**config.mk**
```make
export PLATFORM = sky130hd
export DESIGN_NAME = axi_str_rr_arbiter
export DESIGN_NICKNAME = d
export VERILOG_FILES = /design/src/rtl/axi_str_rr_arbiter.sv
export SDC_FILE = /design/constraint.sdc
export NUM_CORES = 1
export LEC_CHECK = 0
export BUFFER_PORTS_ARGS = -buffer_cell sky130_fd_sc_hd__buf_2
export CAP_MARGIN = 10
export CORE_AREA = 2 2 93 95
export DETAILED_ROUTE_END_ITERATION = 8
export DIE_AREA = 0 0 95 97
export PLACE_DENSITY = 0.76
export SLEW_MARGIN = 20
export SYNTH_ARGS = -nofsm -noshare
export SYNTH_HDL_FRONTEND = slang
export SYNTH_SLANG_ARGS = --single-unit
```
**constraint.sdc**
```tcl
create_clock -name clk -period 2.5 [get_ports clk]
set_input_delay 0.25 -clock clk [delete_from_list [all_inputs] [get_ports clk]]
set_output_delay 0.25 -clock clk [all_outputs]
set_load 0.02 [all_outputs]
```
**src/rtl/axi_str_rr_arbiter.sv**
```systemverilog
// Packet-granular round-robin arbiter: merges NUM_PORTS AXI-Stream inputs onto one
// registered AXI-Stream output, holding the grant from first beat through tlast.
module axi_str_rr_arbiter #(
  parameter int NUM_PORTS = 4,
  parameter int DATA_SIZE = 32,
  parameter int USER_SIZE = 8,
  parameter int ID_W      = $clog2(NUM_PORTS)
) (
  input  logic                              clk,
  input  logic                              reset_n,
  input  logic [NUM_PORTS-1:0]              s_tvalid,
  output logic [NUM_PORTS-1:0]              s_tready,
  input  logic [NUM_PORTS-1:0]              s_tlast,
  input  logic [NUM_PORTS*DATA_SIZE-1:0]    s_tdata,
  input  logic [NUM_PORTS*DATA_SIZE/8-1:0]  s_tkeep,
  input  logic [NUM_PORTS*USER_SIZE-1:0]    s_tuser,
  output logic                              m_tvalid,
  input  logic                              m_tready,
  output logic                              m_tlast,
  output logic [DATA_SIZE-1:0]              m_tdata,
  output logic [DATA_SIZE/8-1:0]            m_tkeep,
  output logic [USER_SIZE-1:0]              m_tuser,
  output logic [ID_W-1:0]                   m_tid,
  output logic                              busy,
  output logic [ID_W-1:0]                   grant_id
);

  localparam int              KEEP_W  = DATA_SIZE / 8;
  localparam logic [0:0]      ST_IDLE = 1'b0;
  localparam logic [0:0]      ST_PKT  = 1'b1;
  localparam logic [ID_W-1:0] LAST_ID = ID_W'(NUM_PORTS - 1);

  logic [0:0]      state;
  logic [ID_W-1:0] ptr;
  logic            out_free;
  logic            xfer;
  logic            req_any;
  logic [ID_W-1:0] req_idx;
  logic [ID_W-1:0] cand;

  logic [DATA_SIZE-1:0] data_arr [NUM_PORTS];
  logic [KEEP_W-1:0]    keep_arr [NUM_PORTS];
  logic [USER_SIZE-1:0] user_arr [NUM_PORTS];

  always_comb begin
    for (int i = 0; i < NUM_PORTS; i++) begin
      data_arr[i] = s_tdata[i*DATA_SIZE +: DATA_SIZE];
      keep_arr[i] = s_tkeep[i*KEEP_W +: KEEP_W];
      user_arr[i] = s_tuser[i*USER_SIZE +: USER_SIZE];
    end
  end

  // Output stage can accept a beat when empty or being drained this cycle.
  assign out_free = !m_tvalid || m_tready;
  assign busy     = (state == ST_PKT);
  assign xfer     = busy && s_tvalid[grant_id] && out_free;

  // NOTE: every always_comb output gets a default first so no latch is inferred.
  always_comb begin
    s_tready = '0;
    if (busy) s_tready[grant_id] = out_free;
  end

  // Scan from the farthest offset down so the lowest offset from ptr wins.
  always_comb begin
    req_any = 1'b0;
    req_idx = ptr;
    cand    = '0;
    for (int k = NUM_PORTS - 1; k >= 0; k--) begin
      cand = ID_W'((int'(ptr) + k) % NUM_PORTS);
      if (s_tvalid[cand]) begin
        req_any = 1'b1;
        req_idx = cand;
      end
    end
  end

  // reset_n is expected to arrive with its deassertion already synchronized to clk.
  // NOTE: sequential state uses non-blocking assignments so all flops update together.
  always_ff @(posedge clk or negedge reset_n) begin
    if (!reset_n) begin
      state    <= ST_IDLE;
      ptr      <= '0;
      grant_id <= '0;
    end else if (state == ST_IDLE) begin
      if (req_any) begin
        grant_id <= req_idx;
        state    <= ST_PKT;
      end
    end else if (xfer && s_tlast[grant_id]) begin
      state <= ST_IDLE;
      ptr   <= (grant_id == LAST_ID) ? '0 : grant_id + 1'b1;
    end
  end

  always_ff @(posedge clk or negedge reset_n) begin
    if (!reset_n) begin
      m_tvalid <= 1'b0;
      m_tlast  <= 1'b0;
      m_tdata  <= '0;
      m_tkeep  <= '0;
      m_tuser  <= '0;
      m_tid    <= '0;
    end else if (xfer) begin
      m_tvalid <= 1'b1;
      m_tlast  <= s_tlast[grant_id];
      m_tdata  <= data_arr[grant_id];
      m_tkeep  <= keep_arr[grant_id];
      m_tuser  <= user_arr[grant_id];
      m_tid    <= grant_id;
    end else if (m_tready) begin
      m_tvalid <= 1'b0;
    end
  end

endmodule

```
# Word level (Yosys, flattened, before mapping)
# Cells that the tools add are included.
[totals]
regBits = 53
output_inout_bits = 55
elab_cells = 71
[classes]
addsub = 4
order_cmp = 7
n_eq_ne = 1
mux = 38
bitwise = 3
n_reduce_logical = 9
[op_table]
columns = ["operator", "n"]
rows = [
  ["32-bit binary-select mux with 2-bit select", 1],
  ["32-bit two-way mux", 2],
  ["8-bit binary-select mux with 2-bit select", 1],
  ["1-bit two-way mux", 16],
  ["8-bit two-way mux", 2],
  ["2-bit by 3-bit < comparator with 1-bit output, second input constant", 5],
  ["1-bit binary-select mux with 2-bit select", 6],
  ["4-bit two-way mux", 3],
  ["2-bit two-way mux", 5],
  ["4-bit binary-select mux with 2-bit select", 1],
  ["2-bit by 1-bit adder with 2-bit output, second input constant", 2],
  ["2-bit adder, second input constant", 2],
  ["4-bit bitwise AND", 1],
  ["1-bit logical AND", 4],
  ["2-bit AND reduction", 2],
  ["3-bit greater-or-equal comparator, second input constant", 1],
  ["2-bit inverter with 3-bit output", 1],
  ["1-bit demux with 2-bit select", 1],
  ["2-bit equality test, second input constant", 1],
  ["2-bit by 1-bit greater-or-equal comparator with 1-bit output, second input constant", 1],
  ["2-bit nonzero test", 1],
  ["1-bit logical NOT", 1],
  ["1-bit logical OR", 1],
  ["1-bit inverter", 1],
]

# Depth between registers and ports, before layout
[depth]
ltp_word = 9
ltp_mapped = 6
depth_no_buf = 3

# Worst setup path before layout
# No wires, ideal clock.
[synth_timing]
path_kind = "register to register"
startpoint = "reg grant_id[0]"
endpoint = "reg m_tdata[13]"
setup_ps = 128
t_arrival_ps = 1829
setup_slack_ps = 543
stages_incl_launch_ff = 5
path_buffers = 2
period_less_slack_ps = 1957
cell_sequence = "dfrtp_1 -> buf_6 -> buf_2 -> mux4_2 -> mux2_1"
[synth_via]
elab_chain_len = 4
elab_cells_between_ends = 8
classes_between = "mux (5); bitwise (1); reduce/logical (2)"
[synth_rtl]
columns = ["element", "line", "rtl"]
rows = [
  ["from (decl)", "25", "output logic [ID_W-1:0] grant_id"],
  ["from (signal assigned)", "87", "grant_id <= req_idx;"],
  ["2-bit inverter with 3-bit output (not written as such) / 1-bit binary-select mux with 2-bit select (equally long branches)", "107, 56", ""],
  ["32-bit binary-select mux with 2-bit select / 1-bit two-way mux (equally long branches)", "107, 56", ""],
  ["32-bit two-way mux (not written as such) / 1-bit logical AND (equally long branches) (2 in series)", "107, 56", ""],
  ["to (signal assigned)", "107", "m_tdata <= data_arr[grant_id];"],
  ["to (decl)", "20", "output logic [DATA_SIZE-1:0] m_tdata,"],
]
# Several ways; a longest one is shown, not always the timed one. The select of a mux whose other input is x is not followed.
# A chain may end at the register's enable or synchronous reset.

# Worst setup path in the final report
[layout_timing]
startpoint = "reg grant_id[1]"
endpoint = "out s_tready[0]"
[layout_via]
elab_chain_len = 6
elab_cells_between_ends = 7
classes_between = "order compare (2); mux (3); bitwise (1); reduce/logical (1)"
[layout_rtl]
columns = ["element", "line", "rtl"]
rows = [
  ["2-bit by 3-bit < comparator with 1-bit output (not written as such) / 2-bit by 1-bit greater-or-equal comparator with 1-bit output (equally long branches)", "61", "if (busy) s_tready[grant_id] = out_free;"],
  ["1-bit logical AND (not written as such)", "61", ""],
  ["1-bit two-way mux (not written as such)", "61", ""],
  ["1-bit demux with 2-bit select *", "61", ""],
  ["4-bit bitwise AND (no line) *", "--", ""],
  ["4-bit two-way mux *", "61", ""],
  ["to (decl)", "12", "output logic [NUM_PORTS-1:0] s_tready,"],
]
# Mark *: on every way between the ends. The rest lies on a longest branch, timed or not.

==> flow_summary_export.csv <==
group,metric,value,unit
status,status,"completed",
timing,fin_crit,2170,ps
clock_tree,cts_max_path_buffers,2,
power,power.leakage,2.25,nW
power,p_per_area,1150,mW/mm^2
final_layout,num_antenna_cells,0,
synthesis,synthCells,203,
global_routing,grt_pass1_wl,15000,um
hold_path,hp-class,"in -> reg",
synthesis,ys_warn_count,0,
final_layout,nets,630,
clock_tree,cts-htree-levels,2,
hold_path,hold_path_startpoint,"s_tvalid[3]",
placement,port_buffers,241,
power,irDropWorstVdd,644,uV
timing,finalSetupViolCount,0,
power,p_total,5.36,mW
routing,finalWirelength,9290,um
routing,route.met2.wl,5130,um
setup_path,worstSetupEndpointType,"primary output",
placement,gp_congestion,0.837,
clock_tree,ctsHoldBuffers,1,
final_layout,drive_gt1_share,79.1,%
final_layout,area_delta_synth_final,41.8,%
final_layout,fillers,704,
synthesis,synth.area.top_cells,"dfrtp_1, mux4_2, mux2_2, buf_6, ha_1",
timing,finalMaxSlewViolations,0,
routing,initialDrtViolationCount,80,
final_layout,fin_util,57.4,%
synthesis,synth_async_sr_flop_share,100,%
clock_tree,ctsResizeCount,0,
clock_tree,cts.sink_count,53,
routing,highest_layer,"met4",
setup_path,critical_path_arrival,1920,ps
timing,rsz0062_at_grt,"false",
routing,final_antenna_net_count,0,
clock_tree,clockRootBuffer,"clkbuf_8",
global_routing,grtUsageTotal,20.5,%
timing,setup_tns,0,ps
placement,place_inst,536,
synthesis,yosysSeqAreaShare,40.3,%
timing,slew_headroom,54.1,%
synthesis,synthTopCellsByCount,"dfrtp_1, mux2_2, mux4_2",
floorplan,ios,242,
setup_path,r2r_slack,480,ps
floorplan,start_util,40.5,%
synthesis,synth_edf_count,0,
clock_tree,numCtsBuffers,5,
synthesis,synth-seq-cells,53,
synthesis,synth.avg_cell_area,16.2,sq um
clock_tree,cts_tree,"done",
timing,max_freq,460,MHz
global_routing,antenna_found_initial,0,
setup_path,startpoint_type,"flip-flop",
synthesis,ys.flop_type,"dfrtp_1",
routing,vias,2820,
synthesis,ys_types,30,
global_routing,grt_max_degree,54,
timing,clock_skew,4.57,ps
floorplan,row_count,33,
synthesis,yosys.area.top_type,"dfrtp_1",
global_routing,grt_pass1_vias,3152,
clock_tree,post_cts_buffers,0,
hold_path,min_path_cells,3,
placement,dp_hpwl,7580,um
setup_path,r2r-end,"ptr[1]$_DFFE_PN0P_",
setup_path,critPathKind,"reg -> out",
timing,fin_crit_sh,87.0,%
hold_path,worstHoldEndpoint,"grant_id[0]$_DFFE_PN0P_",
routing,drc,0,
synthesis,synthesis.nets,394,
floorplan,die_h,97,um
routing,wl_met1,3420,um
routing,first_pass_iters,4,
global_routing,grt_overflow,0,
synthesis,yosysTopAreaCellShare,40.3,%
synthesis,netlist_area,0.00329,sq mm
timing,worst_pin_slew,689,ps
setup_path,path_max_fanout,53,
run,cap_violations,0,
setup_path,cp.required,2250,ps
routing,viasPerCell,5.17,
clock_tree,cts.clk_slew.worst_paths,90,ps
routing,routedWlPerCell,17.1,um
clock_tree,clk_latency,290,ps
synthesis,yosysMostFrequentCell,"dfrtp_1",
timing,hold_viol,0,
floorplan,die_x,95,um
final_layout,stdcell_count,545,
floorplan,coreArea,0.00813,sq mm
floorplan,die-area,0.00922,sq mm
routing,wl_met3,690,um
setup_path,worstRegToRegCells,4,
setup_path,r2r-start,"grant_id[1]$_DFFE_PN0P_",
==> worst max-delay path: stages (launching register included) <==
cell,delay (ps)
dfrtp_2,390
buf_4,560
inv_1,140
ha_1,210
and3_1,150
buf_2,160
==> power by group <==
part	switching [mW]	internal, mW	leakage, nW
clock network	0.264	0.199	0.0385
logic	1.64	1.68	1.60
registers	0.263	1.32	0.621
total	2.17	3.19	2.25
==> final cells by class <==
cell class | instances | area (sq um) | share of cell area, %
Multi-Input combinational cell | 130 | 1840 | 39.4
Sequential cell | 53 | 1330 | 28.5
Clock inverter | 1 | 7.51 | 0.161
Clock buffer | 7 | 76.3 | 1.63
Tap cell | 105 | 131 | 2.81
Timing Repair Buffer | 246 | 1270 | 27.2
Inverter | 3 | 11.3 | 0.241
==> cell families after synthesis <==
logic type | Yosys count | synth area share [%]
adder cells (fa/ha/maj) | 4 | 1.52
buffers and inverters | 20 | 3.84
flip-flops | 53 | 40.3
AO/OA/AOI/OAI | 12 | 2.77
AND/OR/NAND/NOR | 19 | 3.42
multiplexers | 95 | 48.2
==> through the flow <==
stage | hold WS (ps) | worst slack [ps] | cell area, sq um
2_1_floorplan | -45.6 | 543 | 3290
3_3_place_gp | 279 | 554 | 4580
3_5_place_dp | 286 | 482 | 4580
4_1_cts | 318 | 299 | 4670
5_1_grt | 335 | 170 | 4670
6_report | 352 | 325 | 4670
==> how the worst max path moves through the flow <==
stage,slack [ps],cells after the start,from,endpoint
6_report,330,5,grant_id[1]$_DFFE_PN0P_,s_tready[0]
5_1_grt,170,5,grant_id[1]$_DFFE_PN0P_,s_tready[0]
4_1_cts,300,5,grant_id[1]$_DFFE_PN0P_,s_tready[0]
3_5_place_dp,480,4,grant_id[1]$_DFFE_PN0P_,ptr[1]$_DFFE_PN0P_
3_3_place_gp,550,4,grant_id[0]$_DFFE_PN0P_,ptr[1]$_DFFE_PN0P_
2_1_floorplan,540,4,grant_id[0]$_DFFE_PN0P_,m_tdata[13]$_DFFE_PN0P_
==> layout by cell type (no fill, tap or decap), drive strengths merged <==
master	instances
a2111oi	1
a21bo	1
a21o	1
a21oi	2
a31oi	1
and3	4
buf	245
clkbuf	7
clkinvlp	1
dfrtp	53
dlygate4sd3	1
ha	4
inv	3
mux2	49
mux4	46
nand2	4
nand2b	2
nand3	2
nand4	1
nor2	3
nor2b	1
nor3b	1
nor4	1
o211a	1
o21ai	1
o21bai	1
o2bb2ai	1
o32ai	1
o41ai	1
==> registers in the layout, summed over array words and instances, names as in the netlist <==
| name | flops |
|---|---|
| grant_id | 2 |
| m_tkeep | 4 |
| m_tvalid | 1 |
| busy | 1 |
| m_tdata | 32 |
| m_tid | 2 |
| m_tlast | 1 |
| m_tuser | 8 |
| ptr | 2 |
==> routing by layer <==
layer	GRT usage (%)	vias to the layer above
met2	38.8	132
met4	3.90	0
met3	4.05	6
met1	23.6	1392
met5	0	-
li1	-	1290
No activity file was read; power rests on OpenSTA's default activity.
